[config.mk]
export PLATFORM = sky130hd
export DESIGN_NAME = mult_fixed_complex_pipe_flat
export DESIGN_NICKNAME = d
export VERILOG_FILES = /design/src/rtl/mult_fixed_complex_pipe_if.sv /design/src/rtl/mult_fixed_complex_pipe.sv /design/src/flat_wrapper.sv
export SDC_FILE = /design/constraint.sdc
export NUM_CORES = 1
export LEC_CHECK = 0
export BUFFER_PORTS_ARGS = -buffer_cell sky130_fd_sc_hd__buf_2
export CORE_UTILIZATION = 40
export DETAILED_ROUTE_END_ITERATION = 10
export GPL_TIMING_DRIVEN = 0
export PLACE_DENSITY_LB_ADDON = 0.1
export REMOVE_ABC_BUFFERS = 1
export SLEW_MARGIN = 20
export SYNTH_ARGS = -nofsm -noshare
export SYNTH_HDL_FRONTEND = slang
export SYNTH_SLANG_ARGS = --single-unit
[constraint.sdc]
create_clock -name clk -period 6.34 [get_ports clk]
set_input_delay 0.317 -clock clk [delete_from_list [all_inputs] [get_ports clk]]
set_output_delay 0.317 -clock clk [all_outputs]
set_load 0.05 [all_outputs]
[src/rtl/mult_fixed_complex_pipe_if.sv]
// Operand/result bundle for the pipelined complex multiplier: valid/ready on both sides
// plus overflow reporting. The source/sink side takes master, the multiplier takes slave.
interface mult_fixed_complex_pipe_if #(
  parameter int W = 8
);
  logic         in_valid;
  logic         in_ready;
  logic [W-1:0] a_Re;
  logic [W-1:0] a_Im;
  logic [W-1:0] b_Re;
  logic [W-1:0] b_Im;
  logic         out_valid;
  logic         out_ready;
  logic [W-1:0] y_Re;
  logic [W-1:0] y_Im;
  logic         ovf_re;
  logic         ovf_im;
  logic         ovf_sticky;
  logic         ovf_clr;

  modport master (
    output in_valid, a_Re, a_Im, b_Re, b_Im, out_ready, ovf_clr,
    input  in_ready, out_valid, y_Re, y_Im, ovf_re, ovf_im, ovf_sticky
  );

  modport slave (
    input  in_valid, a_Re, a_Im, b_Re, b_Im, out_ready, ovf_clr,
    output in_ready, out_valid, y_Re, y_Im, ovf_re, ovf_im, ovf_sticky
  );
endinterface

[src/rtl/mult_fixed_complex_pipe.sv]
// 3-stage signed fixed-point complex multiplier y = a*b with valid/ready flow control,
// optional round-half-up rescale, saturate-or-wrap output and overflow flags.
module mult_fixed_complex_pipe #(
  parameter int QI       = 4,
  parameter int QF       = 4,
  parameter int ROUND    = 1,
  parameter int SATURATE = 1
) (
  input  logic                        clk,
  input  logic                        rst_n,
  mult_fixed_complex_pipe_if.slave    bus
);
  localparam int W  = QI + QF;
  localparam int P  = 2 * W;      // partial product width
  localparam int X  = 2 * W + 1;  // sum/difference width
  localparam int TW = 2 * W + 2;  // rescale width, headroom for the rounding add

  typedef logic signed [TW-1:0] wide_t;
  typedef struct packed {
    logic         ovf;
    logic [W-1:0] y;
  } rescale_t;

  localparam wide_t RND  = (ROUND != 0) ? (wide_t'(1) <<< (QF - 1)) : wide_t'(0);
  localparam wide_t MAXV = wide_t'({(W-1){1'b1}});
  localparam wide_t MINV = ~MAXV;

  function automatic rescale_t rescale(input logic signed [X-1:0] x);
    wide_t    t;
    rescale_t r;
    t     = (wide_t'(x) + RND) >>> QF;
    r.ovf = (t > MAXV) || (t < MINV);
    if ((SATURATE != 0) && (t > MAXV))      r.y = MAXV[W-1:0];
    else if ((SATURATE != 0) && (t < MINV)) r.y = MINV[W-1:0];
    else                                    r.y = t[W-1:0];
    return r;
  endfunction

  logic                w_adv;
  logic                r_s1_valid;
  logic                r_s2_valid;
  logic                r_s3_valid;
  logic signed [P-1:0] r_ac;
  logic signed [P-1:0] r_bd;
  logic signed [P-1:0] r_ad;
  logic signed [P-1:0] r_bc;
  logic signed [X-1:0] r_re;
  logic signed [X-1:0] r_im;
  logic [W-1:0]        r_y_re;
  logic [W-1:0]        r_y_im;
  logic                r_ovf_re;
  logic                r_ovf_im;
  logic                r_ovf_sticky;
  rescale_t            w_re_res;
  rescale_t            w_im_res;

  // The whole pipe moves as one: a full output stage that is not taken freezes every stage.
  assign w_adv        = ~r_s3_valid | bus.out_ready;
  assign w_re_res     = rescale(r_re);
  assign w_im_res     = rescale(r_im);

  assign bus.in_ready   = w_adv;
  assign bus.out_valid  = r_s3_valid;
  assign bus.y_Re       = r_y_re;
  assign bus.y_Im       = r_y_im;
  assign bus.ovf_re     = r_ovf_re;
  assign bus.ovf_im     = r_ovf_im;
  assign bus.ovf_sticky = r_ovf_sticky;

  // NOTE: stage-1/2 data registers carry no reset; their valid bits qualify them, so clearing
  // the valids is enough to discard in-flight samples and the wide products stay reset-free.
  always_ff @(posedge clk) begin
    if (w_adv && bus.in_valid) begin
      r_ac <= P'($signed(bus.a_Re)) * P'($signed(bus.b_Re));
      r_bd <= P'($signed(bus.a_Im)) * P'($signed(bus.b_Im));
      r_ad <= P'($signed(bus.a_Re)) * P'($signed(bus.b_Im));
      r_bc <= P'($signed(bus.a_Im)) * P'($signed(bus.b_Re));
    end
    if (w_adv && r_s1_valid) begin
      r_re <= X'(r_ac) - X'(r_bd);
      r_im <= X'(r_ad) + X'(r_bc);
    end
  end

  always_ff @(posedge clk) begin
    if (!rst_n) begin
      r_s1_valid   <= 1'b0;
      r_s2_valid   <= 1'b0;
      r_s3_valid   <= 1'b0;
      r_y_re       <= '0;
      r_y_im       <= '0;
      r_ovf_re     <= 1'b0;
      r_ovf_im     <= 1'b0;
      r_ovf_sticky <= 1'b0;
    end else begin
      if (w_adv) begin
        r_s1_valid <= bus.in_valid;
        r_s2_valid <= r_s1_valid;
        r_s3_valid <= r_s2_valid;
        if (r_s2_valid) begin
          r_y_re   <= w_re_res.y;
          r_y_im   <= w_im_res.y;
          r_ovf_re <= w_re_res.ovf;
          r_ovf_im <= w_im_res.ovf;
        end
      end
      // Clear beats a set landing on the same edge.
      if (bus.ovf_clr)
        r_ovf_sticky <= 1'b0;
      else if (w_adv && r_s2_valid && (w_re_res.ovf || w_im_res.ovf))
        r_ovf_sticky <= 1'b1;
    end
  end
endmodule

[src/flat_wrapper.sv]
// flat-port wrapper written by rule: the top's interface ports become plain ports
module mult_fixed_complex_pipe_flat 
#(
  parameter int QI       = 4,
  parameter int QF       = 4,
  parameter int ROUND    = 1,
  parameter int SATURATE = 1
)
  (clk, rst_n, bus_in_valid, bus_a_Re, bus_a_Im, bus_b_Re, bus_b_Im, bus_out_ready, bus_ovf_clr, bus_in_ready, bus_out_valid, bus_y_Re, bus_y_Im, bus_ovf_re, bus_ovf_im, bus_ovf_sticky);
  mult_fixed_complex_pipe_if #(.W(8)) bus_i ();
  input  logic clk;
  input  logic rst_n;
  input wire logic [$bits(bus_i.in_valid)-1:0] bus_in_valid;
  input wire logic [$bits(bus_i.a_Re)-1:0] bus_a_Re;
  input wire logic [$bits(bus_i.a_Im)-1:0] bus_a_Im;
  input wire logic [$bits(bus_i.b_Re)-1:0] bus_b_Re;
  input wire logic [$bits(bus_i.b_Im)-1:0] bus_b_Im;
  input wire logic [$bits(bus_i.out_ready)-1:0] bus_out_ready;
  input wire logic [$bits(bus_i.ovf_clr)-1:0] bus_ovf_clr;
  output wire logic [$bits(bus_i.in_ready)-1:0] bus_in_ready;
  output wire logic [$bits(bus_i.out_valid)-1:0] bus_out_valid;
  output wire logic [$bits(bus_i.y_Re)-1:0] bus_y_Re;
  output wire logic [$bits(bus_i.y_Im)-1:0] bus_y_Im;
  output wire logic [$bits(bus_i.ovf_re)-1:0] bus_ovf_re;
  output wire logic [$bits(bus_i.ovf_im)-1:0] bus_ovf_im;
  output wire logic [$bits(bus_i.ovf_sticky)-1:0] bus_ovf_sticky;
  assign bus_i.in_valid = bus_in_valid;
  assign bus_i.a_Re = bus_a_Re;
  assign bus_i.a_Im = bus_a_Im;
  assign bus_i.b_Re = bus_b_Re;
  assign bus_i.b_Im = bus_b_Im;
  assign bus_i.out_ready = bus_out_ready;
  assign bus_i.ovf_clr = bus_ovf_clr;
  assign bus_in_ready = bus_i.in_ready;
  assign bus_out_valid = bus_i.out_valid;
  assign bus_y_Re = bus_i.y_Re;
  assign bus_y_Im = bus_i.y_Im;
  assign bus_ovf_re = bus_i.ovf_re;
  assign bus_ovf_im = bus_i.ovf_im;
  assign bus_ovf_sticky = bus_i.ovf_sticky;
  mult_fixed_complex_pipe #(.QI(QI), .QF(QF), .ROUND(ROUND), .SATURATE(SATURATE)) u_core (.clk(clk), .rst_n(rst_n), .bus(bus_i));
endmodule
# Word-level counts from Yosys, hierarchy flattened
# Cells that the tools add are included.
# word_totals
register_bits,120
input_bits,37
out_inout_bits,21
wordCells,42
# classes
add_sub_neg,4
multipliers,4
n_lt_le_gt_ge,4
mux,4
n_bitwise,3
reduce_logical,9
# ops
operator,count
8-bit by 8-bit multiplier with 16-bit output,4
"17-bit by 5-bit adder with 18-bit output, second input constant",2
8-bit 2-to-1 mux,4
"14-bit by 8-bit greater-than comparator with 1-bit output, second input constant",2
"14-bit by 8-bit less-than comparator with 1-bit output, second input constant",2
16-bit by 16-bit adder with 17-bit output,1
16-bit by 16-bit subtractor with 17-bit output,1
1-bit logical AND,4
1-bit logical OR,3
1-bit inverter,2
2-bit AND reduction,1
2-bit OR reduction,1
1-bit OR,1

# Logic depth before layout (Yosys ltp)
# Gate-level depths: netlist (run 1).
# logic_depth
word_depth,5
depth_mapped,18
mapped_depth_nobuf,17

# Least setup slack after synthesis (run 1)
# OpenSTA, ideal clock, no wires.
# synth_path
path_kind,input port to flip-flop
startpoint,input port bus_a_Re[2]
endpoint,register u_core.r_ad[15] (data pin)
setup_time_ps,259
t_arrival_ps,4348
required_ps,6081
slack_ps,1732
path_stages,16
n_path_buf,1
path_cell_list,clkbuf_1 -> nand2_1 -> fa_1 -> fa_1 -> inv_1 -> fa_1 -> inv_1 -> fa_1 -> inv_1 -> ha_1 -> nand2_1 -> o21ai_0 -> or4_1 -> a311oi_1 -> a21oi_1 -> xnor2_1
# synth_between
elab_chain_len,1
# synth_lines
element,line_no,source
from (decl),flat_wrapper.sv:14,input wire logic [$bits(bus_i.a_Re)-1:0] bus_a_Re;
8-bit by 8-bit multiplier with 16-bit output,mult_fixed_complex_pipe.sv:76,r_ad <= P'($signed(bus.a_Re)) * P'($signed(bus.b_Im));
to (signal assigned),mult_fixed_complex_pipe.sv:76,
to (decl),mult_fixed_complex_pipe.sv:45,logic signed [P-1:0] r_ad;
# Every way passes these cells.
# A chain may end at the register's enable or synchronous reset.

# Final worst setup path (run 1)
# layout_path
startpoint,input port bus_b_Re[7]
endpoint,register u_core.r_ac[14] (data pin)
# layout_between
elab_chain_len,1
# layout_lines
element,line_no,source
from (decl),flat_wrapper.sv:16,input wire logic [$bits(bus_i.b_Re)-1:0] bus_b_Re;
8-bit by 8-bit multiplier with 16-bit output,mult_fixed_complex_pipe.sv:74,r_ac <= P'($signed(bus.a_Re)) * P'($signed(bus.b_Re));
to (signal assigned),mult_fixed_complex_pipe.sv:74,
to (decl),mult_fixed_complex_pipe.sv:43,logic signed [P-1:0] r_ac;
# Every way passes these cells.

==> out/summary.md, run 1 <==
- maximum operating frequency: 0.200 GHz
- total I/O pin count: 58
- register bit total from synthesis: 114
- total power consumption of the routed design: 7470 uW
- Post-synth EDFFs: 92
- setup-violating endpoint count in the final report: 0
- GRT Residual Overflow: 0
- Avg Vias per Cell: 4.83
- CTS sink count: 114
- number of max-slew violations in the final report: 0
- number of buffers between clock root and the deepest sink: 2
- portion of the post-synthesis area used by sequential elements: 0.206
- type of origin of the critical path: primary input
- TritonCTS clock tree: built
- Slew HR: 0.305
- Syn Std Cell Area: 15600 um2
- run status: completed
- Gate power share: 0.662
- synthesized netlist cell count: 1634
- Fill cells: 3849
- Initial Util: 0.410
- final routed wirelength across all metal layers: 31300 um
- number of port buffers: 57
- layout cells sized above 1: 0.0623
- clock root buffer: sky130_fd_sc_hd__clkbuf_16
- warnings from Yosys: 0
- global-route usage over all layers: 0.171
- Post-DRT Antenna Nets: 0
- internal power of the cells: 4070 uW
- num rows: 71
- count of TritonRoute iterations in the first routing pass: 5
- Worst Path Max Fanout: 14
- worst slack after detailed placement: 0.886 ns
- per-instance average area after synthesis: 9.54 um2
- proportion of synthesized flip-flops having asynchronous set or reset: 0
- max-capacitance violation count: 0
- power per standard cell area: 440 nW/um2
- maximum VDD drop: 0.211 mV
- DRC violations left: 0
- Crit. End Element: flip-flop
- count of endpoints failing hold in the final timing report: 0
- number of resized instances in the post-cts repair step: 0
- sw frac: 0.456
- CTS buffer count: 17
- switching power: 3400 uW
- crit path cell chain: buf_2 -> inv_1 -> nor2_1 -> fa_1 -> fa_1 -> fa_1 -> inv_1 -> fa_1 -> inv_1 -> ha_1 -> inv_1 -> o21bai_1 -> a2111oi_0 -> or3_1 -> o311ai_0
- initial drt markers: 391
- data required time at the worst endpoint: 6.44 ns
- antenna diode instance count: 0
- Tmin final: 4.99 ns
- via count: 10609
- Die X: 199 um
- detailed-placement wirelength estimate: 25200 um
- Core Area: 38000 um2
- setup clock skew after layout: 0.0130 ns
- nets: 2077
- share of power burned in registers: 0.205
- Leakage Power: 0.00789 uW
- worst hold-check path type: primary input to flip-flop
- Post-CTS Setup Repair Bufs: 0
- core occupancy in the finished layout: 0.447
- transition time at the pin with the least slew margin: 1.03 ns
- vias in the first global route: 10709
- number of H-tree levels: 4
- Clk pwr share: 0.133
- DR WL/cell: 14.2 um
- vertical extent of the die: 199 um
- Critical Path AT: 5.09 ns
- clock latency on the worst-skew pair: 0.41 ns
- worst setup path class: primary input to flip-flop
- antenna violations before repair: 0
- predominant post-synthesis flop cell: sky130_fd_sc_hd__edfxtp_1
- cell with the largest stage delay on the worst path: sky130_fd_sc_hd__o311ai_0
- Die Area: 39800 um2
- number of library cell types mapped by synthesis: 66
- hold buffers post-CTS: 0
- final clock period utilization by the worst path: 0.787
- routability congestion estimate: 0.769
- largest net degree at the start of global routing: 37
- Register-to-Register Path Depth: 6
- area overhead of the layout relative to synthesis: 8.97%
- final sum of negative setup slack: 0 ns
- wire length of the first global-routing pass: 54000 um
- hold_ws: 0.154 ns
- worst setup slack after layout: 1.35 ns
- number of stages on the worst hold path: 4
- CP max stage delay: 0.73 ns
- unrepaired setup endpoints after global routing: no
- clock input transition at the sequential cells of the worst setup and hold paths: 0.06 ns
[cell families after synthesis]
kind of cell,share of synthesized area
flip-flops,0.206
XOR/XNOR,0.0511
AND/OR/NAND/NOR,0.167
AO/OA/AOI/OAI,0.0763
adder cells (fa/ha/maj),0.401
buffers and inverters,0.0953
multiplexers,0.00345
[final timing paths]
path                                         start               endpoint  slack (ns)
worst max-delay path                   bus_b_Re[7]        u_core.r_ac[14]        1.35
worst min register to register  u_core.bus.y_Im[0]     u_core.bus.y_Im[0]        0.46
worst max register to register      u_core.r_bc[3]        u_core.r_im[12]        3.92
worst min-delay path                   bus_ovf_clr  u_core.bus.ovf_sticky        0.15
[cell usage after synthesis, types with 6 or more instances]
| cell type | number | area, um2 |
|---|---|---|
| sky130_fd_sc_hd__nand3_1 | 33 | 165 |
| sky130_fd_sc_hd__o21ai_1 | 8 | 40.0 |
| sky130_fd_sc_hd__xnor2_1 | 76 | 666 |
| sky130_fd_sc_hd__a21o_1 | 8 | 60.1 |
| sky130_fd_sc_hd__inv_1 | 349 | 1310 |
| sky130_fd_sc_hd__and2_1 | 173 | 1080 |
| sky130_fd_sc_hd__dfxtp_1 | 22 | 440 |
| sky130_fd_sc_hd__nand2_1 | 111 | 417 |
| sky130_fd_sc_hd__nor2_1 | 66 | 248 |
| sky130_fd_sc_hd__nor2b_1 | 22 | 138 |
| sky130_fd_sc_hd__nand2b_1 | 17 | 106 |
| sky130_fd_sc_hd__a31oi_1 | 9 | 56.3 |
| sky130_fd_sc_hd__fa_1 | 220 | 4400 |
| sky130_fd_sc_hd__ha_1 | 148 | 1850 |
| sky130_fd_sc_hd__a21oi_1 | 54 | 270 |
| sky130_fd_sc_hd__o21a_1 | 9 | 67.6 |
| sky130_fd_sc_hd__nor3_1 | 16 | 80.1 |
| sky130_fd_sc_hd__xor2_1 | 15 | 131 |
| sky130_fd_sc_hd__and3_1 | 14 | 87.6 |
| sky130_fd_sc_hd__clkbuf_1 | 33 | 124 |
| sky130_fd_sc_hd__o211ai_1 | 6 | 45.0 |
| sky130_fd_sc_hd__o21ai_0 | 39 | 195 |
| sky130_fd_sc_hd__edfxtp_1 | 92 | 2760 |
[area by class of cell]
cell class / count / area, um2 / area share
Clock buffer: 20 / 500 / 0.0295
Clock inverter: 12 / 124 / 0.00729
Inverter: 349 / 1310 / 0.0771
Multi-Input combinational cell: 1132 / 10900 / 0.642
Sequential cell: 114 / 3200 / 0.189
Tap cell: 511 / 639 / 0.0376
Timing Repair Buffer: 58 / 305 / 0.0180
[worst max-delay path: cells and delay by family]
kind            cells  cell delay [ns]
buf+inv             5             0.70
simple gates        2             0.56
fa+ha+maj           5             2.43
compound gates      3             1.06
[state kept, by name, indices dropped and copies added (netlist names), 8 cells and up]
| signal | flops |
|---|---|
| u_core.r_ac | 16 |
| u_core.r_ad | 16 |
| u_core.r_bc | 16 |
| u_core.r_bd | 16 |
| u_core.r_im | 14 |
| u_core.r_re | 14 |
| u_core.bus.y_Im | 8 |
| u_core.bus.y_Re | 8 |
[per-stage QoR]
stage / instance area (um2) / std cells
after global routing: 17000 / 2196
after floorplan: 15400 / 1595
after detailed placement: 16400 / 2164
after CTS: 17000 / 2196
after global placement: 16300 / 2163
final: 17000 / 2196
[layer usage]
layer	global-route usage	share of wire	vias up	wire length (um)
met5	0	0	-	0
li1	-	-	5258	-
met1	0.251	0.52	5220	16300
met4	0.0342	0.0077	0	242
met3	0.0143	0.017	14	542
met2	0.277	0.45	117	14200
[layout by cell type, fill, tap and decap left out, types with 6 or more instances in the layout]
master	synthesis	final
sky130_fd_sc_hd__inv_1	349	349
sky130_fd_sc_hd__fa_1	220	220
sky130_fd_sc_hd__and2_1	173	171
sky130_fd_sc_hd__ha_1	148	148
sky130_fd_sc_hd__nand2_1	111	111
sky130_fd_sc_hd__edfxtp_1	92	92
sky130_fd_sc_hd__xnor2_1	76	76
sky130_fd_sc_hd__nor2_1	66	66
sky130_fd_sc_hd__buf_2	0	57
sky130_fd_sc_hd__a21oi_1	54	54
sky130_fd_sc_hd__o21ai_0	39	39
sky130_fd_sc_hd__nand3_1	33	33
sky130_fd_sc_hd__nor2b_1	22	22
sky130_fd_sc_hd__dfxtp_1	22	22
sky130_fd_sc_hd__clkbuf_16	0	20
sky130_fd_sc_hd__nand2b_1	17	17
sky130_fd_sc_hd__nor3_1	16	16
sky130_fd_sc_hd__xor2_1	15	15
sky130_fd_sc_hd__and3_1	14	14
sky130_fd_sc_hd__o21a_1	9	9
sky130_fd_sc_hd__a31oi_1	9	9
sky130_fd_sc_hd__inv_6	0	9
sky130_fd_sc_hd__a21o_1	8	8
sky130_fd_sc_hd__o21ai_1	8	8
sky130_fd_sc_hd__o211ai_1	6	6
[power by group through the flow]
stage	clock (uW)	sequential, uW	combinational, uW
after CTS	1020	1540	5010
after floorplan	0	1530	3730
after detailed placement	0	1550	4960
final	993	1530	4950
after global routing	1060	1570	5680
after global placement	0	1550	4930
(Power assumes the default switching activity.)
==> inputs of run 2 (changes only) <==
==> constraint.sdc (replaced) <==
create_clock -name clk -period 5.06 [get_ports clk]
set_input_delay 0.253 -clock clk [delete_from_list [all_inputs] [get_ports clk]]
set_output_delay 0.253 -clock clk [all_outputs]
set_load 0.05 [all_outputs]
==> run 2 against run 1 <==
Compared with the run above:
- clock-buffer cell count did not move
- core utilization unchanged
- critical path type unchanged
- register-to-register slack got worse by 1.3 ns
- via count about the same
- clock skew barely moved
- final cell count did not move
- global-route usage is the same
- highest routed layer unchanged
- worst setup slack got worse by 1.1 ns
- sequential power is 25% higher
- flip-flop and latch count unchanged
- clock power grew 26%
==> out/summary.md, run 2 (same netlist as run 1, synthesis figures left out) <==
- setup clock skew after layout: 0.0125 ns
- setup-violating endpoint count in the final report: 0
- Core Area: 38000 um2
- nets: 2077
- Worst Path Max Fanout: 16
- top library cells by usage in the layout, fill and taps aside: 349 x sky130_fd_sc_hd__inv_1, 220 x sky130_fd_sc_hd__fa_1, 171 x sky130_fd_sc_hd__and2_1
- num rows: 71
- DRC violations left: 0
- vertical extent of the die: 199 um
- unrepaired setup endpoints after global routing: no
- maximum operating frequency: 0.208 GHz
- type of origin of the critical path: primary input
- clock input transition at the sequential cells of the worst setup and hold paths: 0.06 ns
- TritonCTS clock tree: built
- antenna violations before repair: 0
- clock latency on the worst-skew pair: 0.41 ns
- Leakage Power: 0.00789 uW
- transition time at the pin with the least slew margin: 1.03 ns
- core occupancy in the finished layout: 0.447
- power per standard cell area: 552 nW/um2
- CTS sink count: 114
- number of port buffers: 57
- Placed Instance Area: 16400 um2
- number of buffers between clock root and the deepest sink: 2
- wire length of the first global-routing pass: 54000 um
- setup slack of the most critical reg-to-reg path: 2.64 ns
- vias in the first global route: 10709
- most common library cell in the layout ignoring fill and taps: sky130_fd_sc_hd__inv_1
- number of max-slew violations in the final report: 0
- antenna diode instance count: 0
- routability congestion estimate: 0.769
- DR WL/cell: 14.3 um
- Crit. End Element: flip-flop
- Die Area: 39800 um2
- total I/O pin count: 58
- hold buffers post-CTS: 0
- largest net degree at the start of global routing: 37
- global-route usage over all layers: 0.171
- run status: completed
- max-capacitance violation count: 0
- Tmin final: 4.80 ns
- number of H-tree levels: 4
- Slew HR: 0.304
- clock root buffer: sky130_fd_sc_hd__clkbuf_16
- layout cells sized above 1: 0.0623
- worst setup slack after layout: 0.256 ns
- initial drt markers: 391
- GRT Residual Overflow: 0
- final clock period utilization by the worst path: 0.949
- Critical Path AT: 5.02 ns
- maximum VDD drop: 0.264 mV
- Die X: 199 um
- count of endpoints failing hold in the final timing report: 0
- Post-DRT Antenna Nets: 0
- via count: 10617
- detailed-placement wirelength estimate: 25200 um
- data required time at the worst endpoint: 5.28 ns
- Initial Util: 0.410
- Avg Vias per Cell: 4.83
- number of placed instances with taps included: 2164
- CTS buffer count: 17
- non-filler instance count after layout: 2196
- total power consumption of the routed design: 9370 uW
- worst setup path class: primary input to flip-flop
- final routed wirelength across all metal layers: 31300 um
- count of TritonRoute iterations in the first routing pass: 5
- worst slack after detailed placement: -0.330 ns
- cell area after layout: 17000 um2
- area overhead of the layout relative to synthesis: 8.97%
- worst hold-check path type: primary input to flip-flop
==> run 2: final timing paths <==
kind,start,endpoint,cells after the start
worst max-delay path,bus_a_Re[2],u_core.r_ad[15],16
worst min-delay path,bus_ovf_clr,u_core.bus.ovf_sticky,4
worst max register to register,u_core.r_bc[4],u_core.r_im[12],6
worst min register to register,u_core.bus.y_Im[0],u_core.bus.y_Im[0],2
==> run 2: metal layers <==
layer  part of all wire  vias up  track usage
li1                   -     5256            -
met1               0.52     5227        0.251
met2               0.45      120        0.277
met3              0.018       14       0.0143
met4             0.0075        0       0.0342
met5                  0        -            0
==> run 2: timing repair <==
item,CTS,global route
resized for setup,0,1
buffers inserted,0,0
endpoints found under the hold margin,0,0
setup endpoints to repair,0,1
==> run 2: area by class of cell <==
type | count | area, um2
Inverter | 349 | 1310
Clock inverter | 12 | 124
Multi-Input combinational cell | 1132 | 10900
Timing Repair Buffer | 58 | 305
Fill cell | 3849 | 21000
Sequential cell | 114 | 3200
Clock buffer | 20 | 500
Tap cell | 511 | 639
==> run 2: where the power goes <==
part	switching, uW	total [uW]	internal (uW)
clock	466	1250	779
sequential	189	1920	1730
combinational	3620	6210	2590
total	4270	9370	5100
==> run 2: through the flow <==
stage	TNS [ns]	hold slack, ns
final	0	0.0905
after global routing	0	0.103
after CTS	0	0.0707
after detailed placement	-0.488	0.453
after global placement	-0.492	0.446
after floorplan	0	0.371
==> run 2: critical path: stages <==
cell and delay [ns]:
sky130_fd_sc_hd__buf_2 0.33, sky130_fd_sc_hd__nand2_1 0.14, sky130_fd_sc_hd__fa_1 0.52, sky130_fd_sc_hd__fa_1 0.54, sky130_fd_sc_hd__inv_1 0.05, sky130_fd_sc_hd__fa_1 0.52, sky130_fd_sc_hd__inv_1 0.05, sky130_fd_sc_hd__fa_1 0.53
sky130_fd_sc_hd__inv_1 0.04, sky130_fd_sc_hd__ha_1 0.33, sky130_fd_sc_hd__nand2_1 0.08, sky130_fd_sc_hd__o21ai_0 0.17, sky130_fd_sc_hd__or4_1 0.48, sky130_fd_sc_hd__a311oi_1 0.52, sky130_fd_sc_hd__a21oi_1 0.16, sky130_fd_sc_hd__xnor2_1 0.29
==> inputs of run 3 (changes only) <==
--- a/config.mk
+++ b/config.mk
@@ -6,6 +6,8 @@
 export NUM_CORES = 1
 export LEC_CHECK = 0
 export BUFFER_PORTS_ARGS = -buffer_cell sky130_fd_sc_hd__buf_2
+export CELL_PAD_IN_SITES_DETAIL_PLACEMENT = 1
+export CELL_PAD_IN_SITES_GLOBAL_PLACEMENT = 1
 export CORE_UTILIZATION = 40
 export DETAILED_ROUTE_END_ITERATION = 10
 export GPL_TIMING_DRIVEN = 0
==> run 3 against run 2 <==
Compared with the run above:
- sequential share of layout area hardly changed
- flip-flop and latch count stayed put
- critical path depth fell by 1
- total power up 1.1%
- final area hardly changed
- clock power fell by 5%
- core utilization hardly changed
- global-route usage is 1.9 points higher
- worst setup slack got worse by 0.054 ns
- via count increased by 2.6%
- die area is the same
- hold slack improved by 0.033 ns
- critical path type unchanged
- critical endpoint is now u_core.r_ac[14]
==> out/summary.md, run 3 (same netlist as run 1, synthesis figures left out) <==
- end of the worst hold path: u_core.bus.ovf_sticky
- hold buffers post-CTS: 0
- worst hold-check path type: primary input to flip-flop
- Post-CTS Setup Repair Bufs: 0
- Tmin final: 4.86 ns
- M1 GR Usage: 0.266
- final sum of negative setup slack: 0 ns
- worst setup path class: primary input to flip-flop
- Core Area: 38000 um2
- Die Area: 39800 um2
- detailed-placement wirelength estimate: 28000 um
- maximum VDD drop: 0.251 mV
- reg2reg start: u_core.r_ac[7]
- transition time at the pin with the least slew margin: 0.833 ns
- number of max-slew violations in the final report: 0
- number of stages on the worst hold path: 4
- clock latency on the worst-skew pair: 0.41 ns
- routability congestion estimate: 0.781
- switching power: 4350 uW
- vertical extent of the die: 199 um
- setup clock skew after layout: 0.00756 ns
- Avg Vias per Cell: 4.96
- largest net degree at the start of global routing: 36
- number of placed instances with taps included: 2164
- wire length of the first global-routing pass: 59500 um
- count of endpoints failing hold in the final timing report: 0
- area overhead of the layout relative to synthesis: 8.94%
- Slew HR: 0.440
- sw frac: 0.459
- initial drt markers: 341
- worst slack after detailed placement: -0.500 ns
- data required time at the worst endpoint: 5.19 ns
- non-filler instance count after layout: 2196
- internal power of the cells: 5130 uW
- total power consumption of the routed design: 9470 uW
- met3 GRT Util: 0.0187
- clock root buffer: sky130_fd_sc_hd__clkbuf_16
- global-route usage over all layers: 0.190
- capturing point of the worst reg2reg path: u_core.r_re[14]
- Gate power share: 0.670
- antenna diode instance count: 0
- via count: 10890
- final routed wirelength across all metal layers: 34600 um
- DR WL/cell: 15.7 um
- Crit. End Element: flip-flop
- total I/O pin count: 58
- Clk pwr share: 0.126
- top library cells by usage in the layout, fill and taps aside: 349 x sky130_fd_sc_hd__inv_1, 220 x sky130_fd_sc_hd__fa_1, 171 x sky130_fd_sc_hd__and2_1
- Leakage Power: 0.00789 uW
- number of port buffers: 57
- unrepaired setup endpoints after global routing: no
- run status: completed
- power per standard cell area: 558 nW/um2
- Worst Path Max Fanout: 14
- count of TritonRoute iterations in the first routing pass: 5
- setup-violating endpoint count in the final report: 0
- number of H-tree levels: 4
- max-capacitance violation count: 0
- maximum operating frequency: 0.206 GHz
- M2 GR Usage: 0.317
- Die X: 199 um
- CTS sink count: 114
- Register-to-Register Path Depth: 7
- vias in the first global route: 11764
- DRC violations left: 0
- nets: 2077
- antenna violations before repair: 0
- Post-DRT Antenna Nets: 0
- launch point of the worst path: bus_b_Re[7]
- share of power burned in registers: 0.205
- TritonCTS clock tree: built
- Critical Path AT: 4.99 ns
- final clock period utilization by the worst path: 0.960
- CTS buffer count: 17
- clock input transition at the sequential cells of the worst setup and hold paths: 0.06 ns
- worst setup slack after layout: 0.202 ns
- layout cells sized above 1: 0.0611
- busiest metal layer after global routing: met2
- num rows: 71
- type of origin of the critical path: primary input
- Initial Util: 0.410
- GRT Residual Overflow: 0
- setup slack of the most critical reg-to-reg path: 2.59 ns
- number of buffers between clock root and the deepest sink: 2
- Worst Min Path Start: bus_ovf_clr
- most common library cell in the layout ignoring fill and taps: sky130_fd_sc_hd__inv_1
-- run 3: routing by layer --
layer / routed length [um] / vias up / part of all wire
met2: 16100 / 124 / 0.47
met1: 17300 / 5482 / 0.50
met3: 722 / 26 / 0.021
li1: - / 5258 / -
met4: 433 / 0 / 0.013
met5: 0 / - / 0
-- run 3: area by class of cell --
| class | instances | area, um2 |
|---|---|---|
| tap | 511 | 639 |
| clock buffer | 25 | 529 |
| timing repair buffer | 58 | 305 |
| fill | 4388 | 21000 |
| inverter | 349 | 1310 |
| multi-input combinational | 1132 | 10900 |
| sequential | 114 | 3200 |
| clock inverter | 7 | 66.3 |
-- run 3: through the flow --
stage	hold slack [ns]	util	instance area, um2
2_1_floorplan	0.371	-	15400
6_report	0.123	0.447	17000
3_3_place_gp	0.449	0.430	16300
4_1_cts	0.105	0.446	17000
3_5_place_dp	0.451	0.430	16400
5_1_grt	0.134	0.447	17000
-- run 3: power by group through the flow --
stage,Sequential [uW],Combinational (uW),Clock (uW)
after floorplan,1920,4670,0
after global placement,1940,6210,0
after detailed placement,1960,6340,0
after CTS,1940,6410,1220
after global routing,1980,7260,1250
final,1940,6350,1190
-- run 3: critical path, cell delays in order --
cell and delay (ns):
sky130_fd_sc_hd__buf_2 0.16, sky130_fd_sc_hd__inv_1 0.41, sky130_fd_sc_hd__nor2_1 0.13, sky130_fd_sc_hd__fa_1 0.53, sky130_fd_sc_hd__fa_1 0.52, sky130_fd_sc_hd__fa_1 0.55
sky130_fd_sc_hd__inv_1 0.06, sky130_fd_sc_hd__fa_1 0.53, sky130_fd_sc_hd__inv_1 0.04, sky130_fd_sc_hd__ha_1 0.32, sky130_fd_sc_hd__inv_1 0.07, sky130_fd_sc_hd__o21bai_1 0.20
sky130_fd_sc_hd__a2111oi_0 0.17, sky130_fd_sc_hd__or3_1 0.44, sky130_fd_sc_hd__o311ai_1 0.60
-- run 3: worst max path at each step --
stage	to	slack (ns)	cells after the start
4_1_cts	u_core.r_ad[15]	0.17	16
6_report	u_core.r_ac[14]	0.20	15
3_5_place_dp	u_core.r_ac[14]	-0.50	15
3_3_place_gp	u_core.r_ac[14]	-0.49	15
2_1_floorplan	u_core.r_ad[15]	0.70	16
5_1_grt	u_core.r_ac[14]	0.002	15
-- run 3: repair_timing --
item,4_1_cts,5_1_grt
gates resized for setup,1,2
pin swaps,0,0
setup endpoints to repair,1,2
